**src/rtl/uart_pkg.sv**
```systemverilog
// Shared UART types: receiver state encoding.
package uart_pkg;

    typedef enum logic [1:0] {
        IDLE,
        START,
        DATA,
        STOP
    } uart_rx_state_e;

endpackage

```
**src/rtl/uart_rx_sync.sv**
```systemverilog
// Two-flop synchroniser for an asynchronous single-bit input.
// Both flops load RESET_VAL on reset so the output starts at the idle level.
module uart_rx_sync #(
    parameter logic RESET_VAL = 1'b1
) (
    input  logic clk,
    input  logic rst,
    input  logic d,
    output logic q
);

    logic meta;

    // Shift the asynchronous input through two flops to resolve metastability.
    always_ff @(posedge clk) begin
        if (rst) begin
            meta <= RESET_VAL;
            q    <= RESET_VAL;
        end else begin
            // NOTE: non-blocking assignments keep this a two-stage pipeline; blocking ones would collapse it to one flop.
            meta <= d;
            q    <= meta;
        end
    end

endmodule

```
**src/rtl/uart_rx_alt_core.sv**
```systemverilog
// UART 8N1-style receiver: mid-bit sampling from a system-clock cycle counter,
// LSB-first deserialisation, one-entry valid/ready output buffer.
// Optional feature: define UART_RX_ALT_FRAME_ERR_EN to add the err_o
// framing-error pulse port.
module uart_rx_alt_core
    import uart_pkg::*;
#(
    parameter int BAUD_RATE  = 38400,
    parameter int DATA_WIDTH = 8,
    parameter int CLK_SPEED  = 12_000_000
) (
    input  logic                  clk_i,
    input  logic                  rst_i,
    input  logic                  rxd_i,
    output logic [DATA_WIDTH-1:0] data_o,
    output logic                  valid_o,
    input  logic                  ready_i
`ifdef UART_RX_ALT_FRAME_ERR_EN
    ,
    output logic                  err_o
`endif
);

    localparam int CLKS_PER_BIT = CLK_SPEED / BAUD_RATE;
    localparam int HALF_BIT     = CLKS_PER_BIT / 2;
    localparam int CNT_W        = $clog2(CLKS_PER_BIT);
    localparam int IDX_W        = $clog2(DATA_WIDTH + 1);

    localparam logic [CNT_W-1:0] BIT_LAST  = CNT_W'(CLKS_PER_BIT - 1);
    localparam logic [CNT_W-1:0] HALF_LAST = CNT_W'(HALF_BIT - 1);
    localparam logic [IDX_W-1:0] IDX_LAST  = IDX_W'(DATA_WIDTH - 1);

    generate
        if (CLKS_PER_BIT < 4) begin : g_bad_baud
            $error("uart_rx_alt_core: CLK_SPEED / BAUD_RATE must be at least 4");
        end
    endgenerate

    uart_rx_state_e        state;
    logic [CNT_W-1:0]      cnt;
    logic [IDX_W-1:0]      idx;
    logic [DATA_WIDTH-1:0] shreg;
    logic                  rx_s;

    uart_rx_sync #(
        .RESET_VAL (1'b1)
    ) u_sync (
        .clk (clk_i),
        .rst (rst_i),
        .d   (rxd_i),
        .q   (rx_s)
    );

    // Receive FSM plus output buffer; every output is a flop, so ready_i has no
    // combinational path to valid_o or data_o.
    always_ff @(posedge clk_i) begin
        if (rst_i) begin
            state   <= IDLE;
            cnt     <= '0;
            idx     <= '0;
            shreg   <= '0;
            data_o  <= '0;
            valid_o <= 1'b0;
`ifdef UART_RX_ALT_FRAME_ERR_EN
            err_o   <= 1'b0;
`endif
        end else begin
`ifdef UART_RX_ALT_FRAME_ERR_EN
            err_o <= 1'b0;
`endif
            // Consumer takes the held byte; a frame completing this same cycle
            // overrides this below and keeps valid_o high with the new byte.
            if (valid_o && ready_i) begin
                valid_o <= 1'b0;
            end

            case (state)
                IDLE: begin
                    cnt <= '0;
                    if (!rx_s) begin
                        state <= START;
                    end
                end

                // Re-check the start bit at its centre to reject short glitches.
                START: begin
                    if (cnt == HALF_LAST) begin
                        cnt   <= '0;
                        idx   <= '0;
                        state <= rx_s ? IDLE : DATA;
                    end else begin
                        cnt <= cnt + CNT_W'(1);
                    end
                end

                // Bits arrive LSB first, so shift in from the top.
                DATA: begin
                    if (cnt == BIT_LAST) begin
                        cnt   <= '0;
                        shreg <= {rx_s, shreg[DATA_WIDTH-1:1]};
                        if (idx == IDX_LAST) begin
                            state <= STOP;
                        end else begin
                            idx <= idx + IDX_W'(1);
                        end
                    end else begin
                        cnt <= cnt + CNT_W'(1);
                    end
                end

                // Leaving at mid-stop-bit lets the next start edge be caught
                // with only a single stop bit between frames.
                STOP: begin
                    if (cnt == BIT_LAST) begin
                        cnt   <= '0;
                        state <= IDLE;
                        if (rx_s) begin
                            // Overrun: a full buffer not being drained keeps its byte.
                            if (!valid_o || ready_i) begin
                                data_o  <= shreg;
                                valid_o <= 1'b1;
                            end
                        end else begin
`ifdef UART_RX_ALT_FRAME_ERR_EN
                            err_o <= 1'b1;
`endif
                        end
                    end else begin
                        cnt <= cnt + CNT_W'(1);
                    end
                end

                default: state <= IDLE;
            endcase
        end
    end

endmodule

```
**config.mk**
```make
export PLATFORM = sky130hd
export DESIGN_NAME = uart_rx_alt_core
export DESIGN_NICKNAME = d
export VERILOG_FILES = /design/src/rtl/uart_pkg.sv /design/src/rtl/uart_rx_sync.sv /design/src/rtl/uart_rx_alt_core.sv
export SDC_FILE = /design/constraint.sdc
export NUM_CORES = 1
export LEC_CHECK = 0
export CAP_MARGIN = 10
export CORE_ASPECT_RATIO = 0.7
export CORE_MARGIN = 2
export CORE_UTILIZATION = 50
export CTS_CLUSTER_SIZE = 28
export DETAILED_ROUTE_END_ITERATION = 10
export PLACE_DENSITY = 0.73
export SLEW_MARGIN = 20
export SYNTH_ARGS = -nofsm -noshare
export SYNTH_HDL_FRONTEND = slang
export SYNTH_HIERARCHICAL = 1
export SYNTH_SLANG_ARGS = --single-unit
```
**constraint.sdc**
```tcl
create_clock -name clk_i -period 1.8 [get_ports clk_i]
set_clock_uncertainty 0.15 [all_clocks]
set_input_delay 0.36 -clock clk_i [delete_from_list [all_inputs] [get_ports clk_i]]
set_output_delay 0.36 -clock clk_i [all_outputs]
set_load 0.02 [all_outputs]
```
# Word-level counts from Yosys, hierarchy flattened
# Cells that the tools add are included.
# totals
reg_bits	34
latch_bits	0
ram_bits	0
romBits	0
input_bits	4
out_inout_bits	9
elab_cells	51
n_memories	0
# op_classes
add_sub_neg	2
mul	0
div_mod_pow	0
order_cmp	0
eq_ne	12
shifts	0
mux	19
bitwise	0
reduce_logical	10
# ops
operator	n
one-hot mux 9 bit (3 select lines)	1
two-way mux 9 bit	2
two-way mux 2 bit	6
two-way mux 4 bit	3
inequality test 2 bit (second input constant)	6
adder 9 x 1 -> 9 bit (second input constant)	1
== test 9 x 8 -> 1 bit (second input constant)	1
== test 9 bit (second input constant)	1
one-hot mux 2 bit (4 select lines)	1
one-hot mux 4 bit (2 select lines)	1
AND reduction 4 bit	2
two-way mux 1 bit	5
AND reduction 5 bit	1
adder 4 x 1 -> 4 bit (second input constant)	1
== test 2 bit (second input constant)	2
== test 4 x 3 -> 1 bit (second input constant)	1
== test 2 x 1 -> 1 bit (second input constant)	1
logical NOT 2 bit	1
AND reduction 2 bit	1
nonzero test 2 bit	1
OR reduction 2 bit	1
logical AND 1 bit	1
logical NOT 1 bit	1
logical OR 1 bit	1

# Logic depth before layout (Yosys ltp)
# Gate-level depths: netlist (run 1).
# depth
depth_word	6
ltp_mapped	6

# Modules after synthesis
# Netlist (run 1), hierarchy kept.
# modules_own_cells
module	n_inst	cells_per_inst	area_per_inst_um2	seq_area_each_um2
uart_rx_alt_core	1	147	1437.6	640.6
uart_rx_sync	1	4	52.6	40.0

# Least setup slack after synthesis (run 1)
# OpenSTA, ideal clock, no wires.
# synth_path
path_type	flip-flop to flip-flop
from	reg cnt[0]
to	reg data_o[0]
arrival_time_ps	1504
t_required_ps	1531
path_slack_ps	27
path_stages_with_launch	7
period_less_slack_ps	1773
cell_sequence	dfxtp_1 > ha_1 > and4b_2 > nand2_2 > or3_1 > buf_6 > mux2i_1
# synth_via
elab_chain_len	2
# synth_rtl
element	line_no	text
start, declared	uart_rx_alt_core.sv:40	logic [CNT_W-1:0] cnt;
start signal, assigned	uart_rx_alt_core.sv:92	cnt <= cnt + CNT_W'(1);
start signal, assigned	uart_rx_alt_core.sv:107	cnt <= cnt + CNT_W'(1);
start signal, assigned	uart_rx_alt_core.sv:129	cnt <= cnt + CNT_W'(1);
== test 9 bit	uart_rx_alt_core.sv:114	if (cnt == BIT_LAST) begin
AND reduction 4 bit (no line)	--	
end signal, assigned	uart_rx_alt_core.sv:120	data_o <= shreg;
end, declared	uart_rx_alt_core.sv:15	output logic [DATA_WIDTH-1:0] data_o,
# No other way between the ends.
# A chain may end at the register's enable or synchronous reset.

# Worst setup path after layout (run 1)
# layout_path
from	reg cnt[5]
to	reg cnt[5]
# layout_via
elab_chain_len	3
# layout_rtl
element	line_no	text
adder 9 x 1 -> 9 bit (tied with other cells)	uart_rx_alt_core.sv:92, uart_rx_alt_core.sv:107, uart_rx_alt_core.sv:129	
two-way mux 9 bit, on equally long branches	uart_rx_alt_core.sv:98, uart_rx_alt_core.sv:114, uart_rx_alt_core.sv:87	
one-hot mux 9 bit (3 select lines) (*)	uart_rx_alt_core.sv:77	case (state)
# Mark *: on every way between the ends. The rest lies on a longest branch, timed or not.

==> results.json, run 1 <==
{
  "dpl.cell_count": 210,
  "timing.rr.start": "cnt[5]$_SDFF_PP0_",
  "fin_area_um2": 1940,
  "core_region_area_um2": 2820,
  "vdd_drop_max_v": 0.000727,
  "clkSlewWorstSetupHoldPaths_ps": 70,
  "yosys.area.top_type_share_pct": 45.7,
  "p_leak_uw": 0.000746,
  "critPathRequiredTime_ps": 1820,
  "end_kind": "register",
  "yosysWarnings": 6,
  "yosys-top-cells-area": "dfxtp_1 (46%), mux2i_1 (11%), nand2b_1 (6.7%)",
  "seqPwrFrac_pct": 55.3,
  "synth.cell_area_um2": 1490,
  "vias_per_cell": 5.36,
  "cts_hold_buf": 0,
  "multi_input_area_um2": 830,
  "postSynthAreaPerCell_um2": 9.87,
  "vias": 1174,
  "drv_slew": 0,
  "crit_start": "cnt[5]$_SDFF_PP0_",
  "die_x_um": 69.3,
  "startpoint_type": "register",
  "power_density_nw_per_um2": 710,
  "final_cell_mix": "dfxtp_1 (28), nor2_1 (22), mux2i_1 (17)",
  "synthCells": 151,
  "cts_setup_buffers": 0,
  "route.detailed.drc": 0,
  "combPwrFrac_pct": 3.3,
  "fmax_mhz": 568,
  "hold_path.class": "reg -> reg",
  "htreeDepth": 2,
  "root_buffer": "clkbuf_8",
  "crit_path_end": "cnt[5]$_SDFF_PP0_",
  "final_common_cell": "dfxtp_1",
  "design_power_total_uw": 1380,
  "grt-ovfl-total": 0,
  "insertion_delay_ps": 280,
  "cp_max_fo": 5,
  "finalCritPeriodShare_pct": 97.8,
  "seqCellArea_um2": 688,
  "clkSinkCount": 34,
  "dieArea_um2": 3440,
  "io_pins": 13,
  "reg2reg_depth": 4,
  "synth.largest_area_cell": "dfxtp_1",
  "syn-num-nets": 158,
  "clkPwrFrac_pct": 41.4,
  "stdcell_count": 219,
  "grt.total_usage_pct": 19.2,
  "post_dp_cell_area_um2": 1760,
  "worst_pin_slew_ps": 376,
  "antenna_found_initial": 0,
  "ys_ff_latch": 34,
  "tns_ps": 0,
  "crit_chain": "or4b_4, o41ai_4, a21o_1, nor2_1",
  "worstPathArrival_ps": 1780,
  "pre_cts_ws_ps": -126,
  "maxCapViolCount": 0,
  "drtIter0Drc": 33,
  "r2r_end": "cnt[5]$_SDFF_PP0_",
  "setup_viol": 0,
  "switching_share_pct": 20.8,
  "status": "finished, final reports clean",
  "wl_per_cell_um": 13.7,
  "std_cell_rows": 16,
  "rsz0062_at_grt": "true",
  "hold_violations": 0,
  "cts_tree": "built",
  "initial_core_util_pct": 52.8,
  "gp_congestion": 0.817,
  "power.internal_uw": 1090,
  "setup_ws_ps": 38.9,
  "r2r_slack_ps": 40,
  "first_pass_iters": 4,
  "diodes": 0,
  "portBuffers": 12,
  "ys_seq_area_share_pct": 45.7,
  "syn2layout_area_growth_pct": 30.0,
  "layout.nets": 189,
  "grt_pass1_wl_mm": 5.02,
  "routed_wl_mm": 3.01,
  "cts_buffers": 5,
  "switchingPower_uw": 286,
  "cts_buffer_depth": 2,
  "grt_pass1_vias": 1074,
  "dp_hpwl_mm": 2.08,
  "drive_gt1_share_pct": 24.6,
  "die_y_um": 49.7,
  "synth_cell_types": 36,
  "n_fill_cell": 208,
  "critPathSlowestCell": "or4b_4",
  "cpPeakStageDelay_ps": 560,
  "path_class": "reg -> reg",
  "relSlewSlack_pct": 74.9,
  "period_needed_ps": 1760,
  "grt_max_degree": 28,
  "postRouteAntennaNets": 0
}
critical path, delay by kind of cell, from the launching register on:
kind	cells	cell delay, ps
flip-flops	1	340
AO/OA/AOI/OAI	2	540
AND/OR/NAND/NOR	2	620
state kept, by name, summed over array words and instances, names as in the netlist, named ones only:
register and flops:
data_o 8, idx 4, valid_o 1, u_sync/q 1, cnt 9, state 1, shreg 8, u_sync/meta 1
cells in the mapped netlist:
| cell | n |
|---|---|
| nand2_1 | 2 |
| a31oi_1 | 2 |
| xnor2_1 | 4 |
| or4b_4 | 1 |
| nor2_1 | 22 |
| a21bo_2 | 1 |
| and4bb_2 | 1 |
| inv_1 | 2 |
| dfxtp_1 | 34 |
| or3b_2 | 1 |
| o41ai_2 | 1 |
| nand3_1 | 6 |
| or2_1 | 2 |
| nor3b_1 | 2 |
| clkbuf_1 | 3 |
| a21o_2 | 1 |
| nand3b_1 | 2 |
| mux2i_1 | 17 |
| buf_2 | 1 |
| o21bai_1 | 1 |
| a21o_1 | 1 |
| a21oi_1 | 2 |
| ha_1 | 3 |
| buf_6 | 2 |
| nor2b_1 | 4 |
| nand4_1 | 3 |
| o21ba_1 | 1 |
| and4b_2 | 1 |
| nand2b_1 | 16 |
| or3_1 | 1 |
| nor3_1 | 1 |
| a21boi_0 | 1 |
| nor4_1 | 1 |
| xor2_1 | 4 |
| nand2_2 | 1 |
| and3_1 | 3 |
how the worst min path moves through the flow:
stage | startpoint | end | slack, ps | cells past startpoint
floorplan | u_sync/meta$_SDFF_PP1_ | u_sync/q$_SDFF_PP1_ | 240 | 1
global placement | u_sync/meta$_SDFF_PP1_ | u_sync/q$_SDFF_PP1_ | 250 | 1
detailed placement | u_sync/meta$_SDFF_PP1_ | u_sync/q$_SDFF_PP1_ | 250 | 1
CTS | u_sync/meta$_SDFF_PP1_ | u_sync/q$_SDFF_PP1_ | 270 | 1
global route | u_sync/meta$_SDFF_PP1_ | u_sync/q$_SDFF_PP1_ | 290 | 1
finish | u_sync/meta$_SDFF_PP1_ | u_sync/q$_SDFF_PP1_ | 260 | 1
metal layers:
layer / part of all wire [%] / vias to the layer above / track usage [%]
li1: - / 580 / -
met3: 4.7 / 6 / 4.91
met2: 46 / 25 / 31.1
met4: 1.7 / 0 / 9.15
met5: 0 / - / 0
met1: 48 / 563 / 24.1
metrics by stage:
step | hold WS, ps | utilization (%)
finish | 265 | 68.6
global route | 286 | 68.6
CTS | 271 | 67.0
detailed placement | 255 | 62.2
global placement | 246 | 62.2
floorplan | 235 | -
power groups by stage:
stage | registers [uW] | logic [uW] | clock network (uW)
floorplan | 776 | 24.0 | 0
global route | 760 | 48.4 | 625
detailed placement | 777 | 41.3 | 0
CTS | 760 | 44.6 | 591
finish | 761 | 45.2 | 570
global placement | 777 | 40.2 | 0
timing repair:
item | in CTS | in global routing
hold endpoints to repair | 0 | 0
gates resized for setup | 9 | 11
cloned | 1 | 0
pin swaps | 4 | 4
endpoints found under the setup margin | 23 | 29
cell families (layout without fill, tap and decap cells):
| family | count (synthesis) | after routing | share of synthesized area [%] |
|---|---|---|---|
| flops | 34 | 34 | 45.7 |
| buf+inv | 8 | 39 | 3.11 |
| mux | 17 | 17 | 11.4 |
| simple gates | 70 | 70 | 26.5 |
| compound gates | 11 | 12 | 6.05 |
| fa+ha+maj | 3 | 3 | 2.52 |
| xor+xnor | 8 | 8 | 4.70 |
area by class of cell:
class / count / area share [%]
sequential: 34 / 35.5
tap: 36 / 2.33
clock inverter: 1 / 0.258
clock buffer: 7 / 4.46
inverter: 2 / 0.388
multi-input combinational: 110 / 42.8
timing repair buffer: 29 / 14.2
Power figures use the tool's default switching activity.
==> inputs of run 2 (changes only) <==
- CTS_CLUSTER_DIAMETER: default -> 40
==> results of run 2 <==
No change in the layout: final DEF, timing and power equal those of run 1.
